==> src/rtl/seven_seg_pkg.sv <==
// Shared types and segment pattern constants for seven-segment readback blocks.
package seven_seg_pkg;

   localparam int unsigned SEG_W = 7;
   localparam int unsigned VAL_W = 4;
   localparam int unsigned IDX_W = 3;
   localparam int unsigned CNT_W = 8;

   // Segment bus, bit 6 = a ... bit 0 = g, active-high
   typedef logic [SEG_W-1:0] seg_t;

   localparam seg_t SEG_0 = 7'b1111110;
   localparam seg_t SEG_1 = 7'b0110000;
   localparam seg_t SEG_2 = 7'b1101101;
   localparam seg_t SEG_3 = 7'b1111001;
   localparam seg_t SEG_4 = 7'b0110011;
   localparam seg_t SEG_5 = 7'b1011011;
   localparam seg_t SEG_6 = 7'b1011111;
   localparam seg_t SEG_7 = 7'b1110000;
   localparam seg_t SEG_8 = 7'b1111111;
   localparam seg_t SEG_9 = 7'b1111011;
   localparam seg_t SEG_A = 7'b1110111;
   localparam seg_t SEG_B = 7'b0011111;
   localparam seg_t SEG_C = 7'b1001110;
   localparam seg_t SEG_D = 7'b0111101;
   localparam seg_t SEG_E = 7'b1001111;
   localparam seg_t SEG_F = 7'b1000111;

   typedef enum logic [1:0] {
      ST_IDLE   = 2'd0,
      ST_SETTLE = 2'd1,
      ST_HOLD   = 2'd2
   } state_t;

endpackage

==> src/rtl/seven_seg_lookup.sv <==
// Combinational segment pattern -> {valid, value} decoder.
// SEVEN_SEG_CAPTURE_HEX_EN: also accept the A..F letter patterns.
module seven_seg_lookup
   import seven_seg_pkg::*;
(
   input  seg_t             seg,
   output logic             valid_c,
   output logic [VAL_W-1:0] val_c
);

`ifdef SEVEN_SEG_CAPTURE_HEX_EN
   localparam logic HEX_EN = 1'b1;
`else
   localparam logic HEX_EN = 1'b0;
`endif

   // Table lookup; letters decode only when hex support is built in
   always_comb begin
      valid_c = 1'b1;
      val_c   = '0;
      case (seg)
         SEG_0: val_c = 4'd0;
         SEG_1: val_c = 4'd1;
         SEG_2: val_c = 4'd2;
         SEG_3: val_c = 4'd3;
         SEG_4: val_c = 4'd4;
         SEG_5: val_c = 4'd5;
         SEG_6: val_c = 4'd6;
         SEG_7: val_c = 4'd7;
         SEG_8: val_c = 4'd8;
         SEG_9: val_c = 4'd9;
         SEG_A: begin valid_c = HEX_EN; val_c = HEX_EN ? 4'd10 : 4'd0; end
         SEG_B: begin valid_c = HEX_EN; val_c = HEX_EN ? 4'd11 : 4'd0; end
         SEG_C: begin valid_c = HEX_EN; val_c = HEX_EN ? 4'd12 : 4'd0; end
         SEG_D: begin valid_c = HEX_EN; val_c = HEX_EN ? 4'd13 : 4'd0; end
         SEG_E: begin valid_c = HEX_EN; val_c = HEX_EN ? 4'd14 : 4'd0; end
         SEG_F: begin valid_c = HEX_EN; val_c = HEX_EN ? 4'd15 : 4'd0; end
         default: valid_c = 1'b0;
      endcase
   end

endmodule

==> src/rtl/seven_seg_capture.sv <==
// Multiplexed seven-segment bus monitor: synchronize, qualify for stability,
// decode and hand off each digit over valid/ready with a per-digit shadow.
// SEVEN_SEG_CAPTURE_HEX_EN: passed through to the lookup for A..F decoding.
module seven_seg_capture
   import seven_seg_pkg::*;
#(
   parameter int unsigned DIGITS        = 4,
   parameter int unsigned STABLE_CYCLES = 4
) (
   input  logic                    clk,
   input  logic                    rst_n,
   input  logic [SEG_W-1:0]        seg,
   input  logic [DIGITS-1:0]       dig_sel,
   output logic                    out_valid,
   input  logic                    out_ready,
   output logic [VAL_W-1:0]        out_val,
   output logic [IDX_W-1:0]        out_idx,
   output logic                    out_err,
   output logic [VAL_W*DIGITS-1:0] bcd_regs,
   output logic                    overflow
);

   seg_t              seg_s1, seg_s2;
   logic [DIGITS-1:0] sel_s1, sel_s2;

   state_t            state_q, state_nx;
   seg_t              ref_seg_q, ref_seg_nx;
   logic [DIGITS-1:0] ref_sel_q, ref_sel_nx;
   logic [CNT_W-1:0]  cnt_q, cnt_nx;

   logic              onehot_c, differs_c, restart_c, capture_c;
   logic [IDX_W-1:0]  idx_c;
   logic              dec_valid_c;
   logic [VAL_W-1:0]  dec_val_c;

   // Two-flop synchronizer on segment lines and strobe
   always_ff @(posedge clk or negedge rst_n) begin
      if (!rst_n) begin
         seg_s1 <= '0;
         seg_s2 <= '0;
         sel_s1 <= '0;
         sel_s2 <= '0;
      end else begin
         seg_s1 <= seg;
         seg_s2 <= seg_s1;
         sel_s1 <= dig_sel;
         sel_s2 <= sel_s1;
      end
   end

   assign onehot_c  = (sel_s2 != '0) && ((sel_s2 & (sel_s2 - DIGITS'(1))) == '0);
   assign differs_c = (seg_s2 != ref_seg_q) || (sel_s2 != ref_sel_q);

   // One-hot strobe to digit index
   always_comb begin
      idx_c = '0;
      for (int unsigned i = 0; i < DIGITS; i++) begin
         if (sel_s2[i]) idx_c = IDX_W'(i);
      end
   end

   // At capture time the sample always equals the reference, so decode the sample
   seven_seg_lookup u_lookup (
      .seg     (seg_s2),
      .valid_c (dec_valid_c),
      .val_c   (dec_val_c)
   );

   // FSM state, reference pattern and stability counter
   always_ff @(posedge clk or negedge rst_n) begin
      if (!rst_n) begin
         state_q   <= ST_IDLE;
         ref_seg_q <= '0;
         ref_sel_q <= '0;
         cnt_q     <= '0;
      end else begin
         state_q   <= state_nx;
         ref_seg_q <= ref_seg_nx;
         ref_sel_q <= ref_sel_nx;
         cnt_q     <= cnt_nx;
      end
   end

   // Next-state: restart the window on any new strobed pattern, capture once stable
   always_comb begin
      state_nx   = state_q;
      ref_seg_nx = ref_seg_q;
      ref_sel_nx = ref_sel_q;
      cnt_nx     = cnt_q;
      restart_c  = 1'b0;
      capture_c  = 1'b0;
      case (state_q)
         ST_IDLE: begin
            if (onehot_c) restart_c = 1'b1;
         end
         ST_SETTLE: begin
            if (!differs_c) begin
               cnt_nx = cnt_q + CNT_W'(1);
               if (cnt_nx == CNT_W'(STABLE_CYCLES)) begin
                  capture_c = 1'b1;
                  state_nx  = ST_HOLD;
               end
            end else if (onehot_c) begin
               restart_c = 1'b1;
            end else begin
               state_nx = ST_IDLE;
            end
         end
         ST_HOLD: begin
            if (differs_c) begin
               if (onehot_c) restart_c = 1'b1;
               else          state_nx  = ST_IDLE;
            end
         end
         default: state_nx = ST_IDLE;
      endcase
      if (restart_c) begin
         ref_seg_nx = seg_s2;
         ref_sel_nx = sel_s2;
         cnt_nx     = CNT_W'(1);
         state_nx   = ST_SETTLE;
         if (STABLE_CYCLES == 1) begin
            capture_c = 1'b1;
            state_nx  = ST_HOLD;
         end
      end
   end

   // 1-deep output register, overflow flag and per-digit shadow
   always_ff @(posedge clk or negedge rst_n) begin
      if (!rst_n) begin
         out_valid <= 1'b0;
         out_val   <= '0;
         out_idx   <= '0;
         out_err   <= 1'b0;
         overflow  <= 1'b0;
         bcd_regs  <= '0;
      end else begin
         if (capture_c) begin
            if (!out_valid || out_ready) begin
               out_valid <= 1'b1;
               out_val   <= dec_val_c;
               out_idx   <= idx_c;
               out_err   <= !dec_valid_c;
            end else begin
               overflow  <= 1'b1;
            end
            if (dec_valid_c) begin
               for (int unsigned i = 0; i < DIGITS; i++) begin
                  if (idx_c == IDX_W'(i)) bcd_regs[i*VAL_W +: VAL_W] <= dec_val_c;
               end
            end
         end else if (out_valid && out_ready) begin
            out_valid <= 1'b0;
         end
      end
   end

endmodule

==> config.mk <==
export PLATFORM = sky130hd
export DESIGN_NAME = seven_seg_capture
export DESIGN_NICKNAME = d
export VERILOG_FILES = /design/src/rtl/seven_seg_pkg.sv /design/src/rtl/seven_seg_lookup.sv /design/src/rtl/seven_seg_capture.sv
export SDC_FILE = /design/constraint.sdc
export NUM_CORES = 1
export LEC_CHECK = 0
export ABC_AREA = 1
export CORE_UTILIZATION = 66
export CTS_CLUSTER_DIAMETER = 80
export DETAILED_ROUTE_END_ITERATION = 6
export DONT_BUFFER_PORTS = 1
export GPL_ROUTABILITY_DRIVEN = 0
export PLACE_DENSITY = 0.82
export SYNTH_ARGS = -nofsm -noshare
export SYNTH_HDL_FRONTEND = slang
export SYNTH_SLANG_ARGS = --single-unit
==> constraint.sdc <==
create_clock -name clk -period 5.6 [get_ports clk]
set_clock_uncertainty 0.2 [all_clocks]
set_input_delay 0.28 -clock clk [delete_from_list [all_inputs] [get_ports clk]]
set_output_delay 0.28 -clock clk [all_outputs]
set_load 0.01 [all_outputs]
==> impl_metrics.toml, run 1 <==
[outcome]
status = "complete, no violations"

[hold_path]
hold_start = "seg_s1[0]$_DFF_PN0_"
hold_end = "seg_s2[0]$_DFF_PN0_"
hold_path_depth = 0
hold_path.class = "flip-flop to flip-flop"

[clock_network]
clk_path_buf_depth = 2
cts.clk_slew.worst_paths_ns = 0.07
cts-root-buf = "clkbuf_8"
worstSkewPairLatency_ns = 0.34
cts_tree = "done"
cts_resized = 0
cts_setup_buffers = 0
cts_buffers = 9
clock_sinks = 68
htreeDepth = 3
cts_hold_buf = 14

[grt]
grt_pass1_vias = 2278
busiest_layer = "met2"
grt-ovfl-total = 0
antenna_found_initial = 0
grt_util_met2_pct = 42.16
met3_usage_pct = 8.611
grt_max_degree = 69
met1_usage_pct = 32.36
grt_pass1_wl_um = 10070
grt_util_all_layers_pct = 25.94

[drt]
wl_um = 6027
vias_per_cell = 5.229
dr_total_vias = 2374
drc = 0
drt-initial-drc-count = 132
dr.pass1.iters = 4
wl_per_cell_um = 13.28
ant_nets = 0

[floorplanning]
start_util_pct = 68.74
io_pins = 40
chipWidth_um = 72.14
die_area_um2 = 5204
num_rows = 25
core_um2 = 4723
dieHeight_um = 72.14

[sta]
fin_crit_sh_pct = 48.46
min_period_ns = 2.714
rsz0062_at_grt = "no"
setup_viol = 0
maxSlewViolCount = 0
slew_headroom_pct = 30.30
tightest_slew_ns = 1.043
whs_ns = 0.1488
fmax_mhz = 368.5
tns_ns = 0
hold_viol = 0
setup_slack_ns = 2.886

[worst_setup_path]
rr_endpoint = "state_q[1]$_DFFE_PN0P_"
critPathBufInv = 0
regToRegSetupSlack_ns = 2.89
critical_path_class = "flip-flop to flip-flop"
cp_data_required_time_ns = 5.68
path_cells = "xnor2_1 > nand2_1 > nor2_1 > nand3_1 > nand2_1 > nand2_1 > nand2_1 > nand3_1 > nand2_1 > nand2_1 > nand2_1"
critPathTopFamily = "simple AND/OR/NAND/NOR gates"
reg2reg_depth = 11
worst_path_max_delay_cell = "nand2_1"
worst_setup_path_start_kind = "flip-flop"
endpoint_kind = "flip-flop"
slowest_delay_ns = 0.75
arrival_ns = 2.80
path_max_fanout = 33
cp_common_cell = "nand2_1"
r2r_start = "sel_s2[3]$_DFF_PN0_"

[placed_design]
place_inst = 424
pre_cts_slack_ns = 2.998
dpl.hpwl_um = 4018
io_buffers = 0

[logic_synthesis]
yosys_warnings = 0
ys_types = 35
postSynthCellCount = 364
avgSynthCellArea_um2 = 8.920
syn_area_um2 = 3247
ys_seq_area_share_pct = 52.41
syn_nets = 384
synth_seq_cells = 68

[job]
maxCapViolCount = 0

[finish]
fin_cells = 454
final_common_cell = "nand2_1"
fill_cells = 312
drive_gt1_share_pct = 14.73
most-common-layout-cells = "104 x nand2_1, 68 x dfrtp_1, 39 x inv_1, 29 x o21ai_1, 19 x nor2_1"
syn_to_final_growth_pct = 12.72
fin_nets = 402
antenna_cells = 0

[pwr]
p_leak_nw = 1.776
total_power_mw = 1.203
ir_drop_uv = 290.0
p_per_area_nw_per_um2 = 328.8
[cell usage after synthesis, drive strengths merged]
cell type,n,share of area (%)
nand2,112,14
dfrtp,68,52
inv,46,5.3
o21ai,43,7.4
nor2,26,4.6
nand3,23,6.0
buf,6,1.3
ha,6,2.3
nor3,5,0.92
xnor2,5,1.3
clkinv,4,0.46
nand4,4,0.77
a21oi,3,0.46
xor2,3,0.81
nand3b,2,0.46
o211ai,2,0.62
or2,2,0.39
a21o,1,0.27
a31oi,1,0.19
clkbuf,1,0.12
conb,1,0.12
[cell families after synthesis]
kind of cell	Yosys count	share of synthesized area, %
other cells	1	0.1155
fa+ha+maj	6	2.312
simple gates	174	26.86
compound gates	50	8.979
xor+xnor	8	2.158
flops	68	52.41
buf+inv	57	7.167
[state kept, by name, summed over array words and instances, names as in the netlist, 2 cells and up]
name and count:
seg_s2 7, out_idx 2, cnt_q 8, sel_s2 4, ref_sel_q 4, out_val 4
sel_s1 4, seg_s1 7, ref_seg_q 7, bcd_regs 16, state_q 2
[how the worst max path moves through the flow]
stage                                   to  slack [ns]            startpoint  cells past startpoint
CTS                 state_q[0]$_DFFE_PN0P_        2.95   sel_s2[3]$_DFF_PN0_                     11
floorplan              out_err$_DFFE_PN0P_        3.52  cnt_q[0]$_DFFE_PN0P_                     11
global route        state_q[1]$_DFFE_PN0P_        2.65   sel_s2[3]$_DFF_PN0_                     11
finish              state_q[1]$_DFFE_PN0P_        2.89   sel_s2[3]$_DFF_PN0_                     11
global placement    state_q[1]$_DFFE_PN0P_        3.11   sel_s2[3]$_DFF_PN0_                      9
detailed placement  state_q[0]$_DFFE_PN0P_        3.00   sel_s2[3]$_DFF_PN0_                     10
[per-layer routing]
metal  vias up  share of wire [%]
li1       1188                  -
met1      1112                 43
met2        62                 50
met3        12                4.7
met4         0                2.0
met5         -                  0
[report_power, final]
| part | internal, mW | switching [mW] | leakage (nW) |
|---|---|---|---|
| registers | 0.536 | 0.0384 | 0.875 |
| logic | 0.0687 | 0.120 | 0.798 |
| clock network | 0.251 | 0.189 | 0.102 |
| total | 0.855 | 0.348 | 1.78 |
[metrics by stage]
stage	utilization, %	cell area, um2
floorplan	-	3247
global placement	69.56	3286
detailed placement	69.56	3286
CTS	77.48	3660
global route	77.48	3660
finish	77.48	3660
[cell type report]
class / instances / area, um2 / area share, %
Clock buffer: 10 / 127.6 / 3.487
Clock inverter: 6 / 88.84 / 2.427
Inverter: 50 / 187.7 / 5.128
Multi-Input combinational cell: 239 / 1313 / 35.86
Sequential cell: 68 / 1702 / 46.50
Tap cell: 67 / 83.83 / 2.291
Timing Repair Buffer: 14 / 157.7 / 4.308
No activity file was read; power rests on OpenSTA's default activity.
==> run 2: changes to the inputs <==
--- a/config.mk
+++ b/config.mk
@@ -6,12 +6,12 @@
 export NUM_CORES = 1
 export LEC_CHECK = 0
 export ABC_AREA = 1
-export CORE_UTILIZATION = 66
+export CORE_UTILIZATION = 63
 export CTS_CLUSTER_DIAMETER = 80
 export DETAILED_ROUTE_END_ITERATION = 6
 export DONT_BUFFER_PORTS = 1
 export GPL_ROUTABILITY_DRIVEN = 0
-export PLACE_DENSITY = 0.82
+export PLACE_DENSITY = 0.79
 export SYNTH_ARGS = -nofsm -noshare
 export SYNTH_HDL_FRONTEND = slang
 export SYNTH_SLANG_ARGS = --single-unit
==> constraint.sdc (replaced) <==
create_clock -name clk -period 2.5 [get_ports clk]
set_clock_uncertainty 0.2 [all_clocks]
set_input_delay 0.125 -clock clk [delete_from_list [all_inputs] [get_ports clk]]
set_output_delay 0.125 -clock clk [all_outputs]
set_load 0.01 [all_outputs]
==> impl_metrics.toml, run 2 (synthesis results as in run 1) <==
[sta]
maxSlewViolCount = 0
tightest_slew_ns = 0.5724
fin_crit_sh_pct = 92.88
slew_headroom_pct = 61.73
rsz0062_at_grt = "no"
fmax_mhz = 430.7
hold_viol = 0
tns_ns = 0
min_period_ns = 2.322
setup_viol = 0

[floorplanning]
dieHeight_um = 73.79
core_um2 = 4848
die_area_um2 = 5445
io_pins = 40
chipWidth_um = 73.79
start_util_pct = 66.97
num_rows = 25

[grt]
grt-ovfl-total = 0
grt_pass1_vias = 2257
grt_pass1_wl_um = 10260
grt_max_degree = 69
grt_util_all_layers_pct = 26.16
antenna_found_initial = 0

[pwr]
switching_share_pct = 29.60
pwr-share-seq_pct = 49.4
internal_power_mw = 1.827
ir_drop_uv = 568.8
total_power_mw = 2.595
p_leak_nw = 1.779
p_per_area_nw_per_um2 = 709.7
clkPwrFrac_pct = 34.1
power_switching_mw = 0.7683
power_frac_comb_pct = 16.5

[worst_setup_path]
regToRegSetupSlack_ns = 0.18
arrival_ns = 2.36
worst_setup_path_start_kind = "flip-flop"
reg2reg_depth = 9
endpoint_kind = "flip-flop"
path_max_fanout = 8
cp_data_required_time_ns = 2.54
r2r_start = "cnt_q[0]$_DFFE_PN0P_"
rr_endpoint = "bcd_regs[2]$_DFFE_PN0P_"
critical_path_class = "flip-flop to flip-flop"

[finish]
ff_latch_area_um2 = 1702
drive_gt1_share_pct = 15.38
fin_area_um2 = 3657
top_register = "bcd_regs"
antenna_cells = 0
fill_cells = 351
syn_to_final_growth_pct = 12.64
fin_cells = 457
most-common-layout-cells = "104 x nand2_1, 68 x dfrtp_1, 39 x inv_1, 29 x o21ai_1, 19 x nor2_1"
multi_input_area_um2 = 1313
largest_register_ffs = 16
fin_nets = 405
final_common_cell = "nand2_1"
top_regs = "bcd_regs: 16 flops, cnt_q: 8 flops"

[drt]
wl_per_cell_um = 13.42
dr_total_vias = 2359
drc = 0
vias_per_cell = 5.162
drt-initial-drc-count = 139
wl_um = 6131
dr.pass1.iters = 4
ant_nets = 0

[placed_design]
dpl.hpwl_um = 4265
place_inst = 427
io_buffers = 0
placed_area_um2 = 3308

[hold_path]
hold_path.class = "input pin to asynchronous set/reset pin"

[clock_network]
worstSkewPairLatency_ns = 0.35
clk_path_buf_depth = 2
cts_tree = "done"
cts.clk_slew.worst_paths_ns = 0.08
cts_resized = 0
cts_hold_buf = 14
cts-root-buf = "clkbuf_8"
cts_setup_buffers = 0
cts_buffers = 9
htreeDepth = 3
clock_sinks = 68

[job]
maxCapViolCount = 0

[outcome]
status = "complete, no violations"
## run 2: cell count changes in the layout (fill, tap and decap cells not counted), sizes merged
cell,before,now
bufinv,2,1
inv,46,47
buf,1,4
## run 2: worst max path at each step
stage | from | end | slack, ns | depth (start not counted)
2_1_floorplan | cnt_q[0]$_DFFE_PN0P_ | out_err$_DFFE_PN0P_ | 0.42 | 11
3_3_place_gp | cnt_q[0]$_DFFE_PN0P_ | out_val[1]$_DFFE_PN0P_ | 0.38 | 10
3_5_place_dp | cnt_q[0]$_DFFE_PN0P_ | bcd_regs[2]$_DFFE_PN0P_ | 0.21 | 9
4_1_cts | cnt_q[0]$_DFFE_PN0P_ | bcd_regs[2]$_DFFE_PN0P_ | 0.18 | 9
5_1_grt | cnt_q[0]$_DFFE_PN0P_ | bcd_regs[2]$_DFFE_PN0P_ | 0.05 | 9
6_report | cnt_q[0]$_DFFE_PN0P_ | bcd_regs[2]$_DFFE_PN0P_ | 0.18 | 9
## run 2: final cells by class
cell class                      count  area share [%]
Clock buffer                       10           3.490
Inverter                           50           5.132
Clock inverter                      6           1.745
Sequential cell                    68           46.53
Tap cell                           67           2.292
Multi-Input combinational cell    239           35.89
Timing Repair Buffer               17           4.926
## run 2: metal layers
metal | global-route usage (%) | wire, um | vias to the layer above | share of wire (%)
met5 | 0 | 0 | - | 0
met4 | 13.46 | 179 | 0 | 2.9
met3 | 8.093 | 286 | 11 | 4.7
met2 | 40.98 | 2951 | 58 | 48
met1 | 32.64 | 2713 | 1107 | 44
li1 | - | - | 1183 | -
## run 2: power groups by stage
stage | Clock (mW) | Sequential [mW] | Combinational, mW
2_1_floorplan | 0 | 1.28 | 0.317
3_3_place_gp | 0 | 1.30 | 0.374
3_5_place_dp | 0 | 1.30 | 0.385
4_1_cts | 0.905 | 1.28 | 0.431
5_1_grt | 0.957 | 1.30 | 0.489
6_report | 0.886 | 1.28 | 0.427
## run 2: worst max-delay path, stage by stage (launching register included)
cell and delay, ns:
dfrtp_1 0.45, ha_1 0.26, nand3_2 0.11, xor2_1 0.21
nand2_1 0.12, nor2_4 0.12, nand3_4 0.10, nor2_8 0.20
nand3_4 0.14, o21ai_1 0.29
## run 2: stage by stage
step / hold WS (ns) / util [%] / setup WS (ns)
finish: 0.1172 / 75.43 / 0.1780
global route: 0.1085 / 75.43 / 0.04913
CTS: 0.1111 / 75.43 / 0.1804
detailed placement: -0.3692 / 68.23 / 0.2117
global placement: -0.3692 / 68.23 / 0.3776
floorplan: -0.3706 / - / 0.4179
